[config.mk]
export PLATFORM = sky130hd
export DESIGN_NAME = button_conditioner
export DESIGN_NICKNAME = d
export VERILOG_FILES = /design/src/rtl/calc_pkg.sv /design/src/rtl/debounce_channel.sv /design/src/rtl/button_conditioner.sv
export SDC_FILE = /design/constraint.sdc
export NUM_CORES = 1
export LEC_CHECK = 0
export ABC_AREA = 1
export ABC_CLOCK_PERIOD_IN_PS = 3400
export BUFFER_PORTS_ARGS = -buffer_cell sky130_fd_sc_hd__buf_2
export CAP_MARGIN = 20
export CORE_ASPECT_RATIO = 2
export CORE_MARGIN = 3
export CORE_UTILIZATION = 40
export DETAILED_ROUTE_END_ITERATION = 8
export GPL_ROUTABILITY_DRIVEN = 0
export SLEW_MARGIN = 20
export SYNTH_ARGS = -nofsm -noshare
export SYNTH_HDL_FRONTEND = slang
export SYNTH_SLANG_ARGS = --single-unit
[constraint.sdc]
create_clock -name clk -period 3.4 [get_ports clk]
set_input_delay 0.68 -clock clk [delete_from_list [all_inputs] [get_ports clk]]
set_output_delay 0.68 -clock clk [all_outputs]
set_load 0.01 [all_outputs]
[src/rtl/calc_pkg.sv]
//------------------------------------------------------------------------------
// Module   : calc_pkg
// Purpose  : Button indices and sizing helpers shared by the calculator blocks.
// Revision : 1.0 - initial release
//------------------------------------------------------------------------------
`default_nettype none

package calc_pkg;

    localparam int BTN_ENTER = 0;
    localparam int BTN_BACK  = 1;
    localparam int BTN_UP    = 2;
    localparam int BTN_DOWN  = 3;
    localparam int NUM_BTNS  = 4;

    function automatic int max_int(input int a, input int b);
        return (a > b) ? a : b;
    endfunction

endpackage

`default_nettype wire

[src/rtl/debounce_channel.sv]
//------------------------------------------------------------------------------
// Module   : debounce_channel
// Purpose  : One button: 2-flop sync, debounce, press pulse, optional repeat.
// Revision : 1.0 - initial release
//------------------------------------------------------------------------------
`default_nettype none

module debounce_channel
    import calc_pkg::*;
#(
    parameter int DEBOUNCE_CYCLES = 50000,
    parameter int REPEAT_DELAY    = 25000000,
    parameter int REPEAT_PERIOD   = 5000000,
    parameter bit REPEAT_EN       = 1'b0
) (
    input  logic clk,
    input  logic rst,
    input  logic i_btn,
    output logic o_level,
    output logic o_pulse
);

    localparam int CW = $clog2(DEBOUNCE_CYCLES);
    localparam logic [CW-1:0] C_DB_LAST = CW'(DEBOUNCE_CYCLES - 1);

    logic          r_s1;
    logic          r_s2;
    logic [CW-1:0] r_cnt;
    logic          r_level;
    logic          r_pulse;

    logic w_diff;
    logic w_accept;
    logic w_rise;
    logic w_fall;

    assign w_diff   = (r_s2 != r_level);
    assign w_accept = w_diff && (r_cnt == C_DB_LAST);
    assign w_rise   = w_accept && r_s2;
    assign w_fall   = w_accept && !r_s2;

    always_ff @(posedge clk) begin
        if (!rst) begin
            r_s1    <= 1'b0;
            r_s2    <= 1'b0;
            r_cnt   <= '0;
            r_level <= 1'b0;
        end else begin
            r_s1 <= i_btn;
            r_s2 <= r_s1;
            if (!w_diff || w_accept) begin
                r_cnt <= '0;
            end else begin
                r_cnt <= r_cnt + CW'(1);
            end
            if (w_accept) begin
                r_level <= r_s2;
            end
        end
    end

    generate
        if (REPEAT_EN) begin : g_rep
            localparam int RW = $clog2(max_int(REPEAT_DELAY, REPEAT_PERIOD)) + 1;
            localparam logic [RW-1:0] C_RPT_DELAY  = RW'(REPEAT_DELAY - 1);
            localparam logic [RW-1:0] C_RPT_PERIOD = RW'(REPEAT_PERIOD - 1);

            logic [RW-1:0] r_rcnt;

            // The falling edge of the level also kills a repeat due on that edge.
            always_ff @(posedge clk) begin
                if (!rst) begin
                    r_rcnt  <= '0;
                    r_pulse <= 1'b0;
                end else if (w_rise) begin
                    r_rcnt  <= C_RPT_DELAY;
                    r_pulse <= 1'b1;
                end else if (!r_level || w_fall) begin
                    r_rcnt  <= '0;
                    r_pulse <= 1'b0;
                end else if (r_rcnt != '0) begin
                    r_rcnt  <= r_rcnt - RW'(1);
                    r_pulse <= 1'b0;
                end else begin
                    r_rcnt  <= C_RPT_PERIOD;
                    r_pulse <= 1'b1;
                end
            end
        end else begin : g_norep
            always_ff @(posedge clk) begin
                if (!rst) begin
                    r_pulse <= 1'b0;
                end else begin
                    r_pulse <= w_rise;
                end
            end
        end
    endgenerate

    assign o_level = r_level;
    assign o_pulse = r_pulse;

endmodule

`default_nettype wire

[src/rtl/button_conditioner.sv]
//------------------------------------------------------------------------------
// Module   : button_conditioner
// Purpose  : Sync/debounce/pulse front end for the four calculator buttons.
// Revision : 1.0 - initial release
//------------------------------------------------------------------------------
`default_nettype none

module button_conditioner
    import calc_pkg::*;
#(
    parameter int                  DEBOUNCE_CYCLES = 50000,
    parameter int                  REPEAT_DELAY    = 25000000,
    parameter int                  REPEAT_PERIOD   = 5000000,
    parameter logic [NUM_BTNS-1:0] REPEAT_MASK     = 4'b1100
) (
    input  logic                clk,
    input  logic                rst,
    input  logic [NUM_BTNS-1:0] btn_in,
    output logic [NUM_BTNS-1:0] btn_level,
    output logic [NUM_BTNS-1:0] btn_pulse
);

    generate
        for (genvar i = 0; i < NUM_BTNS; i++) begin : g_ch
            debounce_channel #(
                .DEBOUNCE_CYCLES (DEBOUNCE_CYCLES),
                .REPEAT_DELAY    (REPEAT_DELAY),
                .REPEAT_PERIOD   (REPEAT_PERIOD),
                .REPEAT_EN       (REPEAT_MASK[i])
            ) u_ch (
                .clk     (clk),
                .rst     (rst),
                .i_btn   (btn_in[i]),
                .o_level (btn_level[i]),
                .o_pulse (btn_pulse[i])
            );
        end
    endgenerate

endmodule

`default_nettype wire

==> metrics.md, run 1 <==
| Metric | Value |
|---|---|
| Arr. time, crit path | 2.04 ns |
| Post-CTS sizing | 0 |
| Placed Instance Area | 6993 µm² |
| DIE HEIGHT | 190.3 µm |
| # IOs | 14 |
| Total Nets Final | 1010 |
| Dpl cells | 1181 |
| Syn Std Cell Area | 6790 µm² |
| Vias | around 6000 |
| Port bufs | 13 |
| Setup tns final | 0 ns |
| RSZ-0062 raised after global routing | false |
| Area of the die | around 19000 µm² |
| First drt pass iteration count | 6 |
| Ant. Diodes | 0 |
| Final setup fails | 0 |
| Clock Path Buffers | 2 |
| Unique masters post-synth | 39 |
| GR Util All Layers | ~17% |
| Worst hold margin | 0.4101 ns |
| Relative slew slack | 57.40% |
| WS Path Type | flip-flop to flip-flop |
| Slew Limit Fails | 0 |
| Hold Crit Class | flip-flop to flip-flop |
| WL/cell | 12.80 µm |
| Clock Latency Late Sink | 0.42 ns |
| Peak supply drop | 0.0003012 V |
| # clock sinks | 132 |
| Mapped Nets | 994 |
| Largest net degree at the start of global routing | 22 |
| Final Hold Vio Count | 0 |
| Antenna violations before repair | 0 |
| Post-Synthesis Cells | 980 |
| CTS Buf Count | 17 |
| DRT iter0 DRCs | 190 |
| Share of layout cells above drive strength 1 | 10.90% |
| DRC | 0 |
| Core area | 16430 µm² |
| Area added between synthesis and finish | 11.61% |
| Yosys reg bits | 132 |
| Final Cycle Share | 51.37% |
| Fmax | about 0.57 GHz |
| Number of global-route vias before repair | 5947 |
| CP Launch Type | flip-flop |
| Max FO, Critical Path | 16 |
| CTS Hold Bufs | 0 |
| Htree depth | 4 |
| Status | finished, final reports clean |
| Sequential area share after synthesis | 38.92% |
| Grt ovf | 0 |
| Final Cell Area | about 7600 µm² |
| Routed WL | between 15 and 20 mm |
| Row count | 66 |
| First-pass GRT wire length | 26.10 mm |
| Clock Pin Slew Worst Setup and Hold Paths | roughly 0.06 ns |
| Initial core utilization | 41.32% |
| # Post-CTS Setup Buffers | 0 |
| Worst Path Required | 3.69 ns |
| Final HPWL DP | ~12 mm |
| DIE WIDTH | 98.13 µm |
| Syn Area/Cell | 6.929 µm² |
| CTS root buf | clkbuf_16 |
| Period minus WS final | 1.747 ns |
| Number of max-cap violations | 0 |
| Worst Clk Skew | 0.008051 ns |
| Leakage | about 3.6 nW |
| YS warnings | 0 |
| Vias per cell | 4.948 |
| Critical Path End Type | flip-flop |
| Pwr Density | 448.0 nW/µm² |
| Post-Layout Cell Count | 1213 |
| Clock tree from TritonCTS | done |
| Routed Antenna Nets | 0 |
| Slew @ Worst Pin | between 0.6 and 0.7 ns |
cell usage after synthesis:
| library cell | count | share of area [%] |
|---|---|---|
| nor2_1 | 159 | 8.8 |
| nor4_2 | 1 | 0.18 |
| nor2_4 | 6 | 0.99 |
| or2_4 | 1 | 0.13 |
| o21bai_1 | 1 | 0.11 |
| buf_4 | 13 | 1.4 |
| nand3_1 | 72 | 5.3 |
| nand4_4 | 1 | 0.31 |
| nand3b_1 | 6 | 0.66 |
| xnor2_1 | 12 | 1.5 |
| nor3b_2 | 1 | 0.18 |
| nor3_2 | 6 | 0.88 |
| nor3b_1 | 3 | 0.33 |
| clkbuf_1 | 1 | 0.055 |
| dfxtp_1 | 132 | 39 |
| xor2_1 | 29 | 3.7 |
| buf_2 | 1 | 0.074 |
| inv_1 | 123 | 6.8 |
| nand4_2 | 2 | 0.37 |
| buf_6 | 1 | 0.17 |
| and3_1 | 1 | 0.092 |
| nor4_1 | 1 | 0.092 |
| or2_0 | 8 | 0.74 |
| a31o_2 | 1 | 0.13 |
| nor3_1 | 21 | 1.5 |
| nand2_4 | 3 | 0.50 |
| nor2_2 | 16 | 1.5 |
| nand4_1 | 26 | 2.4 |
| o21a_1 | 2 | 0.22 |
| o21ai_0 | 16 | 1.2 |
| a21oi_1 | 43 | 3.2 |
| nand2_2 | 9 | 0.83 |
| nand2_1 | 223 | 12 |
| or2_2 | 4 | 0.37 |
| inv_2 | 8 | 0.44 |
| a31oi_1 | 2 | 0.18 |
| o21ai_1 | 9 | 0.66 |
| nand3_2 | 8 | 1.2 |
| ha_1 | 8 | 1.5 |
flip-flops by register name, indices dropped and copies added, names as in the netlist:
register	flops
g_ch.u_ch.o_pulse	4
g_ch.u_ch.r_cnt	64
g_ch.u_ch.o_level	4
g_ch.u_ch.r_s1	4
g_ch.u_ch.r_s2	4
g_ch.u_ch.g_rep.r_rcnt	52
path summary, 6_finish.rpt:
check | from | end | slack (ns) | cells after the start
setup / recovery | g_ch[1].u_ch.r_cnt[0]$_SDFF_PP0_ | g_ch[1].u_ch.r_cnt[12]$_SDFF_PP0_ | 1.65 | 8
hold / removal | g_ch[1].u_ch.r_s1$_SDFF_PN0_ | g_ch[1].u_ch.r_s2$_SDFF_PN0_ | 0.41 | 2
setup reg to reg | g_ch[1].u_ch.r_cnt[0]$_SDFF_PP0_ | g_ch[1].u_ch.r_cnt[12]$_SDFF_PP0_ | 1.65 | 8
hold reg to reg | g_ch[1].u_ch.r_s1$_SDFF_PN0_ | g_ch[1].u_ch.r_s2$_SDFF_PN0_ | 0.41 | 2
power breakdown:
part | switching (mW) | internal, mW | total (mW)
Sequential | 0.00372 | 1.55 | 1.56
Clock | 0.696 | 1.12 | 1.82
Combinational | 0.0160 | 0.00647 | 0.0225
Total | 0.715 | 2.68 | 3.40
stage by stage:
step / total power, mW / utilization, % / setup slack, ns
4_1_cts: 3.440 / 46.12 / 1.612
6_report: 3.395 / 46.12 / 1.653
2_1_floorplan: 1.607 / - / 1.919
3_5_place_dp: 1.613 / 42.55 / 1.359
5_1_grt: 3.500 / 46.12 / 1.470
3_3_place_gp: 1.613 / 42.55 / 1.388
worst max-delay path, cell delays in order (launching register included):
cell and delay (ns):
dfxtp_1 0.40, ha_1 0.20, nand2_1 0.07, nor2_1 0.13, inv_1 0.09, nor2_2 0.15
nand3_1 0.17, nand3_2 0.32, nor3_1 0.09
logic make-up (layout without fill, tap and decap cells):
logic type      Yosys count  count (layout)  synth area share, %
fa+ha+maj                 8               8                1.474
compound gates           74              74                5.657
simple gates            578             578                39.69
flops                   132             132                38.92
buf+inv                 147             176                8.973
xor+xnor                 41              41                5.288
metal layers:
| metal | up-vias | share of wire [%] | global-route usage (%) |
|---|---|---|---|
| met1 | 2717 | 37 | 15.63 |
| met5 | - | 0 | 0 |
| met2 | 94 | 56 | 34.03 |
| met4 | 0 | 5.5 | 11.89 |
| li1 | 3135 | - | - |
| met3 | 56 | 2.3 | 2.819 |
final cells by class:
type / count / area [µm²]
clock inverter: 11 / 125.1
tap: 204 / 255.2
clock buffer: 21 / 460.4
fill: 1682 / 8855
inverter: 131 / 491.7
timing repair buffer: 13 / 65.06
multi-input combinational: 701 / 3538
sequential: 132 / 2643
placed cells by master (no fill, tap or decap), drive strengths merged, types with 4 or more instances in the layout:
| master | synthesis | layout |
|---|---|---|
| xor2 | 29 | 29 |
| clkbuf | 1 | 21 |
| inv | 131 | 133 |
| buf | 15 | 13 |
| nor3b | 4 | 4 |
| nand2 | 235 | 235 |
| nand3 | 80 | 80 |
| clkinv | 0 | 5 |
| nand3b | 6 | 6 |
| ha | 8 | 8 |
| o21ai | 25 | 25 |
| nor2 | 181 | 181 |
| nor3 | 27 | 27 |
| xnor2 | 12 | 12 |
| or2 | 13 | 13 |
| dfxtp | 132 | 132 |
| nand4 | 29 | 29 |
| a21oi | 43 | 43 |
Power figures use the tool's default switching activity.
==> run 2, diff against run 1 <==
- ABC_CLOCK_PERIOD_IN_PS: 3400 -> 1480
- clock period: 3.4 -> 1.48 ns (I/O delays scaled with it)
==> metrics.md, run 2 (synthesized netlist as in run 1, its figures left out) <==
| Metric | Value |
|---|---|
| Final Cycle Share | 99.48% |
| Vias | 6510 |
| Most used cells in the layout excluding fill and tap cells | 196 x nand2_1, 125 x nor2_1, 115 x dfxtp_1, 114 x inv_1, 106 x buf_4 |
| Number of global-route vias before repair | 6377 |
| RR Endpoint | g_ch[2].u_ch.g_rep.r_rcnt[19]$_SDFF_PN0_ |
| Final HPWL DP | between 10 and 15 mm |
| First-pass GRT wire length | 28.28 mm |
| DRT iter0 DRCs | between 200 and 250 |
| Crit path launch | g_ch[2].u_ch.r_cnt[0]$_SDFF_PP0_ |
| M3 GR Usage | 3.003% |
| Area added between synthesis and finish | 34.38% |
| Leakage | 4.323 nW |
| Arr. time, crit path | 1.79 ns |
| # IOs | 14 |
| GR Util All Layers | 19.00% |
| Share of layout cells above drive strength 1 | a little under a third |
| Peak supply drop | 0.0007993 V |
| WL/cell | 13.45 µm |
| CTS Hold Bufs | 0 |
| CTS root buf | clkbuf_16 |
| CTS Buf Count | 17 |
| Worst r2r src | g_ch[2].u_ch.r_cnt[0]$_SDFF_PP0_ |
| Critical Path End Type | flip-flop |
| FF/Latch Area | 2664 µm² |
| DIE HEIGHT | 190.3 µm |
| GR Util met1 | 15.69% |
| Total Nets Final | 1125 |
| WS Path Type | flip-flop to flip-flop |
| Worst Path Required | 1.80 ns |
| Core area | ~16000 µm² |
| Worst hold path depth | 3 |
| Worst hold margin | between 0.05 and 0.06 ns |
| Initial core utilization | about 41% |
| Largest register FFs | 64 |
| Port bufs | 13 |
| Area occupied by multi-input gates | 4059 µm² |
| Hold Crit Class | input pin to flip-flop |
| Largest regs | g_ch.u_ch.r_cnt x64, g_ch.u_ch.g_rep.r_rcnt x52 |
| Final Hold Vio Count | 0 |
| Reg2reg path depth | 8 |
| DIE WIDTH | 98.13 µm |
| CP Launch Type | flip-flop |
| Fmax | between 0.6 and 0.7 GHz |
| RSZ-0062 raised after global routing | true |
| Dpl cells | 1287 |
| Tot Pwr | 8.163 mW |
| Clock Path Buffers | 2 |
| Pwr Density | roughly 900 nW/µm² |
| Area of the die | 18670 µm² |
| Worst Clk Skew | 0.009643 ns |
| Status | finished, final reports clean |
| Clock tree from TritonCTS | done |
| Row count | 66 |
| Clock Latency Late Sink | 0.42 ns |
| # clock sinks | approximately 130 |
| Largest net degree at the start of global routing | 17 |
| Antenna violations before repair | 0 |
| Routed WL | 17.86 mm |
| Max FO, Critical Path | 6 |
| WHS Endpoint | g_ch[0].u_ch.r_s1$_SDFF_PN0_ |
| GR peak layer | met2 |
| Htree depth | 4 |
| Post-Layout Cell Count | between 1000 and 1500 |
| Filler instances | 1582 |
| Final setup fails | 0 |
| Ant. Diodes | 0 |
| Period minus WS final | 1.472 ns |
| Setup tns final | 0 ns |
| Slew Limit Fails | 0 |
| Vias per cell | 4.902 |
| First drt pass iteration count | 6 |
| GRT met2 Usage | between 30% and 40% |
| Grt ovf | 0 |
| Number of max-cap violations | 0 |
| Worst Hold Launch | btn_in[0] |
| Largest register by flop count | g_ch.u_ch.r_cnt |
| Slew @ Worst Pin | 0.4517 ns |
| Relative slew slack | 69.66% |
| DRC | 0 |
| R2R setup slack | 0.008 ns |
| Routed Antenna Nets | 0 |
| Clock Pin Slew Worst Setup and Hold Paths | 0.06 ns |
| Commonest non-fill, non-tap cell in the layout | nand2_1 |
[run 2: cell count changes in the layout (fill, tap and decap cells not counted), moves of 10 or more]
| cell | change |
|---|---|
| dfxtp_2 | +17 |
| nand2_2 | +22 |
| buf_4 | +106 |
| dfxtp_1 | -17 |
| nand2_1 | -27 |
| nor2_2 | +24 |
| nor2_4 | +10 |
| nor2_1 | -34 |
[run 2: critical path: stages (launching register included)]
cell     delay [ns]
dfxtp_2        0.36
ha_4           0.16
nand3_4        0.09
nor2_4         0.12
nand4_1        0.18
nand2_4        0.22
nand2_8        0.10
nand2_8        0.09
nand2_2        0.05
[run 2: where the power goes]
group | total (mW) | internal, mW | switching (mW)
logic | 0.0906 | 0.0404 | 0.0503
clock network | 4.50 | 2.78 | 1.72
registers | 3.58 | 3.57 | 0.00918
[run 2: final cells by class]
cell class,instances,area share (%)
Sequential cell,132,29.19
Inverter,131,5.498
Clock inverter,12,1.851
Multi-Input combinational cell,701,44.48
Clock buffer,20,5.005
Tap cell,204,2.797
Timing Repair Buffer,128,11.18
[run 2: per-layer routing]
metal / vias up / share of wire (%)
li1: 3371 / -
met1: 3001 / 34
met2: 85 / 59
met3: 53 / 1.6
met4: 0 / 5.3
met5: - / 0
[run 2: how the worst max path moves through the flow]
stage | endpoint | slack [ns] | cells after the start
after floorplan | g_ch[1].u_ch.r_cnt[13]$_SDFF_PP0_ | 0.02 | 9
after global placement | g_ch[3].u_ch.g_rep.r_rcnt[24]$_SDFF_PN0_ | -0.07 | 8
after detailed placement | g_ch[3].u_ch.g_rep.r_rcnt[24]$_SDFF_PN0_ | -0.09 | 7
after CTS | g_ch[2].u_ch.g_rep.r_rcnt[12]$_SDFF_PN0_ | -0.009 | 10
after global routing | g_ch[3].u_ch.g_rep.r_rcnt[18]$_SDFF_PN0_ | -0.11 | 9
final | g_ch[2].u_ch.g_rep.r_rcnt[19]$_SDFF_PN0_ | 0.008 | 8
[run 2: timing repair]
action | CTS | global route
setup endpoints to repair | 51 | 111
cloned | 0 | 1
gates resized for setup | 25 | 140
pin swaps | 10 | 36
setup buffers | 0 | 9
[run 2: through the flow]
step / setup slack (ns) / area, µm² / util [%]
3_5_place_dp: -0.08774 / 7851 / 47.78
3_3_place_gp: -0.06927 / 7851 / 47.78
2_1_floorplan: 0.02354 / 6790 / -
5_1_grt: -0.1075 / 9125 / 55.53
6_report: 0.007724 / 9125 / 55.53
4_1_cts: -0.008917 / 8568 / 52.14
